==> config.mk <==
export PLATFORM = sky130hd
export DESIGN_NAME = mod_reduce
export DESIGN_NICKNAME = d
export VERILOG_FILES = /design/src/rtl/mod_reduce_pkg.sv /design/src/rtl/mod_sub_step.sv /design/src/rtl/mod_reduce.sv
export SDC_FILE = /design/constraint.sdc
export NUM_CORES = 1
export LEC_CHECK = 0
export CAP_MARGIN = 15
export CORE_ASPECT_RATIO = 1.25
export CORE_MARGIN = 2
export CORE_UTILIZATION = 39
export CTS_CLUSTER_SIZE = 14
export DETAILED_ROUTE_END_ITERATION = 8
export SLEW_MARGIN = 10
export SYNTH_ARGS = -nofsm -noshare
export SYNTH_HDL_FRONTEND = slang
export SYNTH_SLANG_ARGS = --single-unit
export TNS_END_PERCENT = 1
==> constraint.sdc <==
create_clock -name clk -period 2.8 [get_ports clk]
set_input_delay 0.56 -clock clk [delete_from_list [all_inputs] [get_ports clk]]
set_output_delay 0.56 -clock clk [all_outputs]
set_load 0.05 [all_outputs]
==> src/rtl/mod_reduce_pkg.sv <==
// Shared encodings and sizing for the modular arithmetic datapath (multiplier and reducer).
package mod_reduce_pkg;

  localparam int DEF_WIDTH = 8;

  // IDLE=0 / CALC=1 encodings are common with the shift-add multiplier
  typedef enum logic {
    IDLE = 1'b0,
    CALC = 1'b1
  } state_t;

  // Bit count for a counter that walks all 2*w dividend bits
  function automatic int cnt_width(input int w);
    return $clog2(2 * w);
  endfunction

endpackage

==> src/rtl/mod_sub_step.sv <==
// One restoring-division step: compare t against N and conditionally subtract; purely combinational.
// Both compare and subtract are always evaluated so timing never depends on operand values.
module mod_sub_step
  import mod_reduce_pkg::*;
#(
  parameter int WIDTH = DEF_WIDTH
) (
  input  logic [WIDTH:0]   t,
  input  logic [WIDTH-1:0] n,
  output logic [WIDTH-1:0] rem_nxt
);

  logic             ge;
  logic [WIDTH-1:0] diff;

  assign ge = (t >= {1'b0, n});
  // When t >= N the true difference is below N < 2^WIDTH, so the low bits are exact
  assign diff    = t[WIDTH-1:0] - n;
  assign rem_nxt = ge ? diff : t[WIDTH-1:0];

endmodule

==> src/rtl/mod_reduce.sv <==
// Sequential product mod N reducer, one dividend bit per cycle; finish 2*WIDTH cycles after start.
// No backpressure: start is taken only in IDLE and ignored while busy; result held until next completion.
module mod_reduce
  import mod_reduce_pkg::*;
#(
  parameter int WIDTH = DEF_WIDTH
) (
  input  logic                 clk,
  input  logic                 rst,
  input  logic                 start,
  input  logic [2*WIDTH-1:0]   in,
  input  logic [WIDTH-1:0]     modulus,
  output logic [WIDTH-1:0]     out,
  output logic                 finish,
  output logic                 busy,
  output logic                 err
);

  localparam int            CW   = cnt_width(WIDTH);
  localparam logic [CW-1:0] LAST = CW'(2 * WIDTH - 1);

  state_t             state;
  logic [CW-1:0]      cnt;
  logic [2*WIDTH-1:0] dvd_reg;
  logic [WIDTH-1:0]   n_reg;
  logic [WIDTH-1:0]   rem;
  logic [WIDTH-1:0]   rem_nxt;
  logic [WIDTH:0]     t;
  logic               dvd_bit;

  // Dividend consumed MSB first; rem < N keeps the shifted value within WIDTH+1 bits
  assign dvd_bit = dvd_reg[LAST - cnt];
  assign t       = {rem, dvd_bit};

  mod_sub_step #(.WIDTH(WIDTH)) u_step (
    .t       (t),
    .n       (n_reg),
    .rem_nxt (rem_nxt)
  );

  assign busy = (state == CALC);

  always_ff @(posedge clk) begin
    if (rst) begin
      state   <= IDLE;
      cnt     <= '0;
      dvd_reg <= '0;
      n_reg   <= '0;
      rem     <= '0;
      out     <= '0;
      finish  <= 1'b0;
      err     <= 1'b0;
    end else begin
      finish <= 1'b0;
      case (state)
        IDLE: begin
          if (start) begin
            dvd_reg <= in;
            n_reg   <= modulus;
            rem     <= '0;
            cnt     <= '0;
            state   <= CALC;
          end
        end
        CALC: begin
          rem <= rem_nxt;
          if (cnt == LAST) begin
            // N==0 still runs the full sequence; the result is forced to zero and flagged
            out    <= (n_reg == '0) ? '0 : rem_nxt;
            err    <= (n_reg == '0);
            finish <= 1'b1;
            cnt    <= '0;
            state  <= IDLE;
          end else begin
            cnt <= cnt + 1'b1;
          end
        end
        default: state <= IDLE;
      endcase
    end
  end

endmodule

# == After elaboration in Yosys (flattened, before gate mapping) ==
# Index checks and enable logic that the tools add are counted.
# op_classes
n_bitwise,1
eq_ne,2
n_addsub,3
mux,13
n_reduce_logical,4
order_cmp,2
# ops
cell,count
$mux 8,3
$pmux 8 s2,1
$ge 9x8->1,1
$logic_not 8->1,1
$mux 4,2
$pmux 4 s2,1
$sub 8x8->8,1
$lt 4x5->1 const B,1
$add 4x1->4 const B,1
$bmux 1 s4,1
$eq 4x4->1 const B,1
$mux 1,4
$reduce_and 2->1,2
$sub 4x4->4 const A,1
$ne 2x2->1 const B,1
$pmux 1 s2,1
$reduce_or 2->1,1
$not 1->1,1
# word_totals
ff_bits,47
output_inout_bits,11

# == Logic depth before layout (Yosys ltp) ==
# logic_depth
ltp_word,6
ltp_mapped,12
ltp_nobuf,11

# == Cells and area by module ==
# A second synthesis with hierarchy kept.
# hier_totals
hier_cells,293
area_unflattened_um2,2466.1
# by_module_without_submodules
module,area_each_um2,instances,cells_each
mod_reduce,1939.4,1,228
mod_sub_step,526.8,1,65

# == Worst setup path after synthesis ==
# OpenSTA, ideal clock, no wires.
# synth_path
path_kind,register to register
start,register cnt[0]
end,register rem[1]
slack_ns,0.250
path_buffers,1
stages_incl_launch_ff,12
required_time_ns,2.683
synth_period_minus_slack_ns,2.550
arrival_time_ns,2.433
cell_sequence,dfxtp_1 > buf_4 > mux4_1 > o22ai_1 > a21oi_1 > inv_1 > ha_1 > nor2b_1 > o2111ai_1 > a31o_2 > nand3_1 > a32o_1
# synth_via
elab_chain_cells,6
elab_cells_between_ends,7
# synth_lines
item,line,source
"start, declared",mod_reduce.sv:23,logic [CW-1:0] cnt;
"start signal, assigned",mod_reduce.sv:75,cnt <= cnt + 1'b1;
$sub 4x4->4 *,mod_reduce.sv:32,assign dvd_bit = dvd_reg[LAST - cnt];
$bmux 1 s4 *,mod_reduce.sv:32,
$mux 1 (not written as such) *,mod_reduce.sv:32,
$sub 8x8->8 / $ge 9x8->1 (equally long branches),"mod_sub_step.sv:18, mod_sub_step.sv:16",
$mux 8 *,mod_sub_step.sv:19,assign rem_nxt = ge ? diff : t[WIDTH-1:0];
$pmux 8 s2 *,mod_reduce.sv:55,case (state)
"end signal, assigned",mod_reduce.sv:66,rem <= rem_nxt;
"end, declared",mod_reduce.sv:26,logic [WIDTH-1:0] rem;
# Mark *: on every way between the ends. The rest lies on a longest branch, timed or not. The select of a mux whose other input is x is not followed.
# A chain may end at the register's enable or synchronous reset.

# == Final worst setup path ==
# layout_path
start,register cnt[0]
end,register out[7]
# layout_via
elab_chain_cells,6
elab_cells_between_ends,9
# layout_lines
item,line,source
$sub 4x4->4,mod_reduce.sv:32,
$bmux 1 s4,mod_reduce.sv:32,
$mux 1 (not written as such),mod_reduce.sv:32,
$sub 8x8->8 / $ge 9x8->1 (equally long branches),"mod_sub_step.sv:18, mod_sub_step.sv:16",
$mux 8,mod_sub_step.sv:19,
$mux 8,mod_reduce.sv:69,out <= (n_reg == '0) ? '0 : rem_nxt;
"end signal, assigned",mod_reduce.sv:69,
"end, declared",mod_reduce.sv:13,"output logic [WIDTH-1:0] out,"
# Several ways; a longest one is shown, not always the timed one. The select of a mux whose other input is x is not followed.

==> run_results.csv <==
group,metric,value,unit
place,port_buffers,37,
global_routing,grt.overflow.total,0,
route,wl,5895,um
sta,hold_violations,0,
worst_hold_path,min_path_type,"reg2reg",
worst_setup_path,cp-start-kind,"flip-flop",
pwr,p_leak,1.173,nW
floorplanning,core,6126,um^2
clock_network,cts_tree,"yes",
route,post-route-drc-count,0,
worst_setup_path,cp_slowest_cell,"mux4_1",
synthesis,avgSynthCellArea,8.402,um^2
synthesis,netlist_instances,291,
synthesis,yosys_warnings,0,
worst_setup_path,max_stage_delay,0.56,ns
cells_and_area,syn_to_final_growth,27.23,%
synthesis,synthFlopType,"dfxtp_1",
clock_network,insertion_delay,0.29,ns
worst_setup_path,worstSetupPathType,"reg2reg",
synthesis,ys_ff_latch,47,
synthesis,synth_cell_types,49,
route,ant_nets,0,
sta,worst_hold_slack,0.4532,ns
place,gp_congestion,0.8276,
sta,timing.final.crit_period,2.621,ns
cells_and_area,multi_input_area,1429,um^2
clock_network,cts_buffers,5,
route,drtIter0Drc,81,
floorplanning,chipHeight,92.52,um
global_routing,track_usage,18.92,%
clock_network,clk_pin_slew,0.08,ns
floorplanning,rows,32,
status,status,"finished, final reports clean",
cells_and_area,largest_reg_flops,16,
global_routing,grt_max_degree,25,
clock_network,cts.sinks,47,
cells_and_area,antennaDiodeCount,0,
sta,fin_setup_tns,0,ns
worst_setup_path,critical_path_required,3.01,ns
sta,finalSetupViolations,0,
route,wl_per_cell,14.07,um
synthesis,yosysSeqAreaShare,38.49,%
floorplanning,ioPinCount,38,
synthesis,synth_edf_count,0,
worst_setup_path,worstPathArrival,2.83,ns
sta,fin_crit_sh,93.59,%
synthesis,synthArstFlopShare,0,%
clock_network,cts_root_buf,"clkbuf_8",
global_routing,grt_pass1_vias,2113,
cells_and_area,fillerInstances,618,
sta,fin_skew,0.005176,ns
global_routing,antenna_found_initial,0,
floorplanning,die_area,6922,um^2
place,dp_hpwl,4380,um
route,vias_per_cell,5.239,
sta,clock.fmax,0.3816,GHz
synthesis,syn-num-nets,329,
synthesis,syn-cell-area,2445,um^2
cells_and_area,utilization,50.78,%
sta,slew-limit-headroom,65.80,%
worst_setup_path,crit_chain,"mux4_1, o22ai_2, a21oi_2, inv_2, ha_4, and3_1, nand3_2, a31oi_4, nor2_1, buf_4, o31ai_1",
clock_network,clock_path_buffers,2,
global_routing,grt_pass1_wl,10170,um
sta,tightest_slew,0.5114,ns
pwr,ir_drop,0.3555,mV
cells_and_area,regArea,944.7,um^2
route,vias,2195,
pwr,powerDensity,902.2,nW/um^2
cells_and_area,fin_nets,372,
run,drv_cap,0,
sta,slew_violations,0,
route,first_pass_iters,5,
cells_and_area,drive_gt1_share,12.87,%
floorplanning,start_util,39.91,%
clock_network,htreeDepth,2,
worst_setup_path,critPathMaxFanout,7,
floorplanning,die_w,74.82,um
worst_setup_path,worstSetupEndpointType,"flip-flop",
==> synth_stat cells, types with 6 or more instances <==
| master | number | share of area [%] |
|---|---|---|
| inv_1 | 10 | 1.5 |
| nand2b_1 | 6 | 1.5 |
| o31ai_1 | 9 | 2.8 |
| dfxtp_1 | 47 | 38 |
| and2_1 | 8 | 2.0 |
| ha_1 | 10 | 5.1 |
| clkbuf_1 | 9 | 1.4 |
| buf_2 | 6 | 1.2 |
| nor2_1 | 10 | 1.5 |
| nand2_1 | 63 | 9.7 |
| a21oi_1 | 36 | 7.4 |
| a41oi_1 | 6 | 2.1 |
==> repair_timing <==
action,in CTS,in global routing
setup endpoints to repair,2,16
hold buffers,0,0
buffers inserted,0,1
gates resized for setup,2,9
gates cloned,0,1
pin swaps,0,3
==> area by class of cell <==
class / instances / area share (%)
inverters: 10 / 1.207
clock buffers: 6 / 2.333
multi-input cells: 217 / 45.94
well taps: 85 / 3.419
flip-flops and latches: 47 / 30.37
clock inverters: 1 / 0.9654
repair buffers: 53 / 15.77
==> per-stage QoR <==
stage,instance area [um^2],instances,setup WS [ns],power [mW]
global route,3110,419,-0.03122,3.028
floorplan,2445,291,0.2495,1.816
finish,3110,419,0.1794,2.806
global placement,2944,410,-0.04964,2.221
detailed placement,2944,410,-0.05183,2.230
CTS,3054,417,0.02290,2.723
==> report_power, final <==
| part | internal [mW] | switching, mW |
|---|---|---|
| logic | 0.616 | 0.890 |
| clock network | 0.262 | 0.217 |
| registers | 0.739 | 0.0822 |
| total | 1.62 | 1.19 |
==> kinds of logic (layout without fill, tap and decap cells) <==
| logic type | after synthesis | after routing | share of synthesized area, % |
|---|---|---|---|
| muxes | 7 | 7 | 5.220 |
| DFF | 47 | 47 | 38.49 |
| and+or+nand+nor | 115 | 115 | 22.37 |
| xor gates and xnor gates | 3 | 3 | 1.075 |
| adders and majority gates | 11 | 11 | 5.937 |
| AOI/OAI and AO/OA | 80 | 81 | 21.70 |
| buffers and inverters | 28 | 70 | 5.220 |
==> final timing paths <==
| kind | end | slack [ns] | cells past startpoint | startpoint |
|---|---|---|---|---|
| max | out[7] | 0.18 | 11 | cnt[0] |
| min | dvd_reg[9] | 0.45 | 2 | dvd_reg[9] |
| max reg2reg | out[7] | 0.18 | 11 | cnt[0] |
| min reg2reg | dvd_reg[9] | 0.45 | 2 | dvd_reg[9] |
==> metal layers <==
metal,vias to the layer above,track usage (%),share of wire [%]
met2,52,30.38,50
met3,13,3.808,2.8
met1,1009,23.82,44
met5,-,0,0
li1,1121,-,-
met4,0,9.077,3.1
==> placed cells by master, fill, tap and decap left out, types with 4 or more instances in the layout <==
| cell type | n |
|---|---|
| o21ai_1 | 5 |
| clkdlybuf4s50_1 | 37 |
| dfxtp_1 | 46 |
| o31ai_1 | 8 |
| inv_1 | 9 |
| a41oi_1 | 6 |
| nand2_1 | 63 |
| buf_4 | 16 |
| o211ai_1 | 4 |
| a21oi_1 | 34 |
| nor2_1 | 10 |
| nand2b_1 | 6 |
| and2_1 | 8 |
| nand3_1 | 5 |
| clkbuf_8 | 5 |
| ha_1 | 9 |
==> critical path: cells and delay by family, from the launching register on <==
| kind | cells | cell delay (ns) |
|---|---|---|
| multiplexers | 1 | 0.56 |
| AO/OA/AOI/OAI | 4 | 0.78 |
| AND/OR/NAND/NOR | 3 | 0.42 |
| buffers and inverters | 2 | 0.25 |
| adder cells (fa/ha/maj) | 1 | 0.14 |
| flip-flops | 1 | 0.39 |
Note: power is estimated with default switching activity, not from simulation.
